==> src/rtl/kgp_ctrl_pkg.sv <==
// Shared encodings for the KGP-RISC multi-cycle controller: states, opcode and
// function-code classes, and write-back source selects.
package kgp_ctrl_pkg;

    typedef enum logic [2:0] {
        S_IDLE   = 3'd0,
        S_FETCH  = 3'd1,
        S_DECODE = 3'd2,
        S_EXEC   = 3'd3,
        S_MEM    = 3'd4,
        S_WB     = 3'd5,
        S_HALT   = 3'd6,
        S_ERR    = 3'd7
    } state_t;

    localparam logic [2:0] OP_ALU  = 3'd0;
    localparam logic [2:0] OP_ALUI = 3'd1;
    localparam logic [2:0] OP_MEM  = 3'd2;
    localparam logic [2:0] OP_BR   = 3'd3;
    localparam logic [2:0] OP_HALT = 3'd7;

    localparam logic [3:0] FC_LW = 4'd0;
    localparam logic [3:0] FC_SW = 4'd1;
    localparam logic [3:0] FC_BL = 4'd9;

    localparam logic [1:0] WB_ALU = 2'd0;
    localparam logic [1:0] WB_MEM = 2'd1;
    localparam logic [1:0] WB_RA  = 2'd2;

    // HALT is classified separately; this only answers whether EXEC may follow.
    function automatic logic op_legal(input logic [2:0] op, input logic [3:0] fc);
        logic ok;
        ok = 1'b0;
        case (op)
            OP_ALU, OP_ALUI, OP_BR: ok = 1'b1;
            OP_MEM:                 ok = (fc == FC_LW) || (fc == FC_SW);
            default:                ok = 1'b0;
        endcase
        return ok;
    endfunction

endpackage

==> src/rtl/kgp_mem_wait_timer.sv <==
// Memory-stall watchdog: counts cycles spent waiting on mem_ready in an access
// state and flags the final permitted cycle when ready still has not arrived.
module kgp_mem_wait_timer #(
    parameter int unsigned MEM_TIMEOUT = 16
) (
    input  logic clk,
    input  logic rst,
    input  logic clear,
    input  logic active,
    input  logic ready,
    output logic timeout
);

    localparam int unsigned CW = (MEM_TIMEOUT > 1) ? $clog2(MEM_TIMEOUT) : 1;
    localparam logic [CW-1:0] LAST = CW'((MEM_TIMEOUT == 0) ? 0 : MEM_TIMEOUT - 1);

    logic [CW-1:0] count;

    always_ff @(posedge clk or posedge rst) begin
        if (rst) begin
            count <= '0;
        end else if (clear) begin
            count <= '0;
        end else if (active && !ready) begin
            count <= count + 1'b1;
        end
    end

    // Ready in the last cycle wins: timeout only fires while ready is low.
    assign timeout = (MEM_TIMEOUT != 0) && active && !ready && (count == LAST);

endmodule

==> src/rtl/kgp_mc_ctrl.sv <==
// Multi-cycle control FSM for the KGP-RISC core: sequences fetch, decode,
// execute, memory and write-back over one shared memory port.
module kgp_mc_ctrl
    import kgp_ctrl_pkg::*;
#(
    parameter int unsigned MEM_TIMEOUT = 16,
    parameter int unsigned CNT_W       = 32
) (
    input  logic             clk,
    input  logic             rst,
    input  logic             start,
    input  logic [2:0]       opcode,
    input  logic [3:0]       fcode,
    input  logic             cond_true,
    input  logic             mem_ready,
    output logic             mem_req,
    output logic             mem_we,
    output logic             mem_addr_sel,
    output logic             ir_we,
    output logic             mdr_we,
    output logic             alu_en,
    output logic             pc_we,
    output logic             pc_sel,
    output logic             wb_en,
    output logic [1:0]       wb_sel,
    output logic [2:0]       state,
    output logic             halted,
    output logic             err,
    output logic [CNT_W-1:0] retired
);

    state_t cur, nxt;
    logic   timeout;
    logic   wait_active;
    logic   wait_clear;
    logic   is_lw;
    logic   is_bl;

    assign is_lw = (opcode == OP_MEM) && (fcode == FC_LW);
    assign is_bl = (opcode == OP_BR) && (fcode == FC_BL);

    assign wait_active = (cur == S_FETCH) || (cur == S_MEM);
    assign wait_clear  = ((nxt == S_FETCH) || (nxt == S_MEM)) && (nxt != cur);

    kgp_mem_wait_timer #(
        .MEM_TIMEOUT(MEM_TIMEOUT)
    ) u_wait (
        .clk    (clk),
        .rst    (rst),
        .clear  (wait_clear),
        .active (wait_active),
        .ready  (mem_ready),
        .timeout(timeout)
    );

    always_ff @(posedge clk or posedge rst) begin
        if (rst) begin
            cur <= S_IDLE;
        end else begin
            cur <= nxt;
        end
    end

    always_comb begin
        nxt          = cur;
        mem_req      = 1'b0;
        mem_we       = 1'b0;
        mem_addr_sel = 1'b0;
        ir_we        = 1'b0;
        mdr_we       = 1'b0;
        alu_en       = 1'b0;
        pc_we        = 1'b0;
        pc_sel       = 1'b0;
        wb_en        = 1'b0;
        wb_sel       = WB_ALU;
        halted       = 1'b0;
        err          = 1'b0;
        case (cur)
            S_IDLE: begin
                if (start) nxt = S_FETCH;
            end
            S_FETCH: begin
                mem_req = 1'b1;
                ir_we   = mem_ready;
                if (mem_ready)    nxt = S_DECODE;
                else if (timeout) nxt = S_ERR;
            end
            S_DECODE: begin
                if (opcode == OP_HALT)           nxt = S_HALT;
                else if (!op_legal(opcode, fcode)) nxt = S_ERR;
                else                             nxt = S_EXEC;
            end
            S_EXEC: begin
                alu_en = 1'b1;
                pc_we  = 1'b1;
                if (opcode == OP_BR) pc_sel = is_bl | cond_true;
                if (opcode == OP_MEM)
                    nxt = S_MEM;
                else if ((opcode == OP_ALU) || (opcode == OP_ALUI) || is_bl)
                    nxt = S_WB;
                else
                    nxt = S_FETCH;
            end
            S_MEM: begin
                mem_req      = 1'b1;
                mem_addr_sel = 1'b1;
                mem_we       = (fcode == FC_SW);
                mdr_we       = mem_ready && is_lw;
                if (mem_ready)    nxt = is_lw ? S_WB : S_FETCH;
                else if (timeout) nxt = S_ERR;
            end
            S_WB: begin
                wb_en  = 1'b1;
                wb_sel = is_lw ? WB_MEM : (is_bl ? WB_RA : WB_ALU);
                nxt    = S_FETCH;
            end
            S_HALT: halted = 1'b1;
            S_ERR:  err    = 1'b1;
        endcase
    end

    assign state = cur;

    // An instruction retires whenever control returns to FETCH from its last phase.
    always_ff @(posedge clk or posedge rst) begin
        if (rst) begin
            retired <= '0;
        end else if ((nxt == S_FETCH) &&
                     ((cur == S_EXEC) || (cur == S_MEM) || (cur == S_WB))) begin
            retired <= retired + 1'b1;
        end
    end

endmodule

==> config.mk <==
export PLATFORM = sky130hd
export DESIGN_NAME = kgp_mc_ctrl
export DESIGN_NICKNAME = d
export VERILOG_FILES = /design/src/rtl/kgp_ctrl_pkg.sv /design/src/rtl/kgp_mem_wait_timer.sv /design/src/rtl/kgp_mc_ctrl.sv
export SDC_FILE = /design/constraint.sdc
export NUM_CORES = 1
export LEC_CHECK = 0
export ABC_AREA = 1
export CAP_MARGIN = 15
export CORE_AREA = 2 2 88 90
export CTS_BUF_LIST = sky130_fd_sc_hd__clkbuf_16
export CTS_CLUSTER_SIZE = 10
export DETAILED_ROUTE_END_ITERATION = 10
export DIE_AREA = 0 0 90 92
export PLACE_DENSITY = 0.66
export SETUP_SLACK_MARGIN = 0.3
export SYNTH_ARGS = -nofsm -noshare
export SYNTH_HDL_FRONTEND = slang
export SYNTH_HIERARCHICAL = 1
export SYNTH_SLANG_ARGS = --single-unit
==> constraint.sdc <==
create_clock -name clk -period 2.15 [get_ports clk]
set_input_delay 0.215 -clock clk [delete_from_list [all_inputs] [get_ports clk]]
set_output_delay 0.215 -clock clk [all_outputs]
set_load 0.05 [all_outputs]
==> flow_metrics.py <==
metrics = {
    "drt": {
        "drt_iter0_drc": 88,
        "ant_nets": 0,
        "viasPerCell": 4.778,
        "firstDrtPassIters": 4,
        "wl_per_cell_um": 13.63,
        "drc": 0,
        "vias": 2948,
        "routed_wl_um": 8407,
    },
    "cells_and_area": {
        "instances_no_fill": 617,
        "mostFrequentLayoutCell": "nand2_1",
        "drive_gt1_frac": 0.2718,
        "nNetsFinal": 528,
        "diodes": 0,
        "areaGrowthSynthToFinish_pct": 51.12,
        "final_cell_mix": "nand2_1 (115), nor2_1 (62), nand3_1 (37), nand2_2 (36), dfrtp_1 (36)",
    },
    "cts": {
        "cts_max_path_buffers": 2,
        "clock_sinks": 39,
        "insertion_delay_ns": 0.28,
        "cts_tree": "built",
        "clockRootBuffer": "clkbuf_16",
        "htree_levels": 2,
        "clk_pin_slew_ns": 0.06,
        "cts.hold.buffers_added": 0,
        "cts-buffers-inserted": 5,
    },
    "setup_path": {
        "cp.required_ns": 2.32,
        "reg2reg_from": "state[1]$_DFF_PP0_",
        "endpoint_kind": "flip-flop",
        "r2r_slack_ns": -0.08,
        "critPathKind": "flip-flop to flip-flop",
        "path_max_fanout": 5,
        "cp-start-kind": "flip-flop",
        "critPathArrivalTime_ns": 2.40,
        "r2r_end": "u_wait/count[2]$_DFFE_PP0P_",
        "reg2reg_depth": 22,
    },
    "synth": {
        "synth_top_family_by_area": "simple AND/OR/NAND/NOR gates",
        "synthesis.area_sq_mm": 0.002851,
        "yosys_warnings": 6,
        "syn_nets": 439,
        "synthXorXnorAreaFrac": 0.09215,
        "synthCells": 425,
        "synth_edf_count": 0,
        "synth.distinct_cells": 26,
        "synth-seq-cells": 39,
        "synth_adder_area_share": 0.008776,
        "synth-simple-area-share": 0.4620,
        "synth-async-reset-ratio": 1.000,
        "synth_area_per_cell_sq_um": 6.709,
        "synth-compound-area-share": 0.01755,
        "synth_mux_area_frac": 0,
        "ys.flop_type": "dfrtp_1",
        "synth.yosys.seq_area_share": 0.3423,
    },
    "timing": {
        "skew_ns": 0.007001,
        "slew_violations": 0,
        "setup-tns-final_ns": -0.6474,
        "finalCritPeriodShare": 1.039,
        "layout_setup_ws_ns": -0.08431,
        "rsz0062_at_grt": "true",
        "final-hold-violation-count": 0,
        "whs_ns": 0.1665,
        "worst_pin_slew_ns": 0.5153,
        "period_needed_ns": 2.234,
        "maxSlewHeadroom": 0.6559,
        "max_freq_mhz": 447.6,
        "setup_viol": 27,
    },
    "die": {
        "die-area_sq_mm": 0.008280,
        "io_pins": 60,
        "core_area_sq_mm": 0.007447,
        "row_count": 32,
        "chipHeight_um": 92,
        "start_util": 0.3829,
        "fp.dieW_um": 90,
    },
    "power": {
        "cellPowerDensity_mw_per_mm2": 381.1,
        "swShare": 0.2034,
        "p_total_mw": 1.642,
        "seqPwrFrac": 0.448,
        "peakVddDrop_mv": 0.2465,
        "p_int_mw": 1.308,
        "power_frac_comb": 0.038,
        "clkPwrFrac": 0.514,
        "p_leak_nw": 2.282,
        "power.switching_mw": 0.3340,
    },
    "status": {
        "violations": "negative setup slack",
        "outcome": "complete, but fails checks",
    },
    "global_route": {
        "grt_usage": 0.2026,
        "grt_pass1_wl_um": 13810,
        "first_global_vias": 2923,
        "antenna_found_initial": 0,
        "grt.overflow.total": 0,
        "grt_max_degree": 36,
    },
    "min_path": {
        "hold_path_class": "input port to asynchronous set/reset pin",
    },
    "place": {
        "place_inst": 595,
        "gp_congestion": 0.9125,
        "io_buffers": 59,
        "dp_hpwl_um": 6209,
    },
    "run": {
        "max-cap-violations": 0,
    },
}
[kinds of logic after synthesis]
group | after synthesis
flip-flops | 39
AO/OA/AOI/OAI | 10
AND/OR/NAND/NOR | 295
adder cells (fa/ha/maj) | 2
XOR/XNOR | 30
buffers and inverters | 49
[what timing repair did]
action,4_1_cts,5_1_grt
pin swaps,8,18
cloned,0,3
resized for setup,46,34
endpoints found under the setup margin,42,52
setup buffers,7,4
[how the worst max path moves through the flow]
stage	startpoint	to	slack (ns)	cells after the start
global route	state[1]$_DFF_PP0_	u_wait/count[2]$_DFFE_PP0P_	-0.26	22
CTS	state[1]$_DFF_PP0_	u_wait/count[2]$_DFFE_PP0P_	-0.009	18
finish	state[1]$_DFF_PP0_	u_wait/count[2]$_DFFE_PP0P_	-0.08	22
floorplan	state[0]$_DFF_PP0_	retired[25]$_DFFE_PP0P_	-0.22	20
global placement	mem_ready	u_wait/count[2]$_DFFE_PP0P_	0.01	19
detailed placement	state[2]$_DFF_PP0_	u_wait/count[2]$_DFFE_PP0P_	-0.07	18
[stage by stage]
step | setup WS, ns | util | area (sq um)
after global placement | 0.01120 | 0.5082 | 3785
after floorplan | -0.2183 | - | 2950
final | -0.08431 | 0.5786 | 4309
after CTS | -0.009419 | 0.5524 | 4114
after global routing | -0.2606 | 0.5786 | 4309
after detailed placement | -0.07190 | 0.5082 | 3785
[synth_stat cells (2+ instances only)]
cell | instances | area (sq um)
nor2_8 | 2 | 40.04
inv_1 | 33 | 123.9
buf_2 | 2 | 10.01
a21oi_1 | 4 | 20.02
clkbuf_1 | 2 | 7.510
o21ai_0 | 3 | 15.01
nand2_1 | 154 | 578.1
nor2_1 | 67 | 251.5
nand3_2 | 4 | 40.04
nor2_2 | 4 | 25.02
nor3_1 | 11 | 55.05
buf_6 | 3 | 33.78
nand2_4 | 2 | 22.52
buf_4 | 3 | 22.52
o21ai_1 | 3 | 15.01
xor2_1 | 19 | 166.4
nand3_1 | 38 | 190.2
inv_2 | 6 | 22.52
dfrtp_1 | 39 | 975.9
nor2_4 | 2 | 22.52
nand3_4 | 2 | 35.03
ha_1 | 2 | 25.02
nand2_2 | 7 | 43.79
xnor2_1 | 11 | 96.34
[worst max-delay path: stages (launching register included)]
cell and delay, ns:
dfrtp_2 0.44, nor2_4 0.14, nand2_4 0.08, nand2_8 0.07
inv_4 0.04, nor2_4 0.10, nand3_2 0.08, nor2_2 0.12
nor2_1 0.05, nand2_1 0.05, nand2_1 0.04, nand2_1 0.07
nor2_2 0.04, nand2_2 0.07, nand2_4 0.09, nand2_2 0.07
nand2_2 0.04, nand2_1 0.05, nor2_1 0.04, nor2_1 0.17
inv_1 0.12, nand2_1 0.09, a21oi_1 0.05
[registers in the layout (all words and copies together), names as in the netlist]
name / count
retired: 32
u_wait/count: 4
state: 3
[power groups by stage]
stage	sequential (mW)	combinational, mW	clock [mW]
floorplan	0.749	0.0272	0
global placement	0.749	0.0610	0
detailed placement	0.749	0.0626	0
CTS	0.736	0.0636	0.861
global route	0.735	0.0710	0.900
finish	0.736	0.0617	0.845
[metal layers]
| metal | vias up | wire length [um] | track usage |
|---|---|---|---|
| met5 | - | 0 | 0 |
| met4 | 0 | 161 | 0.05769 |
| met3 | 12 | 259 | 0.02794 |
| met2 | 63 | 4210 | 0.3459 |
| met1 | 1375 | 3776 | 0.2693 |
| li1 | 1498 | - | - |
[area by class of cell]
cell class / count / area [sq um]
clock inverter: 3 / 43.79
clock buffer: 5 / 125.1
sequential: 39 / 979.7
fill: 716 / 3138
inverter: 39 / 163.9
multi-input combinational: 337 / 1887
tap: 102 / 127.6
timing repair buffer: 92 / 982.2
(Power assumes the default switching activity.)
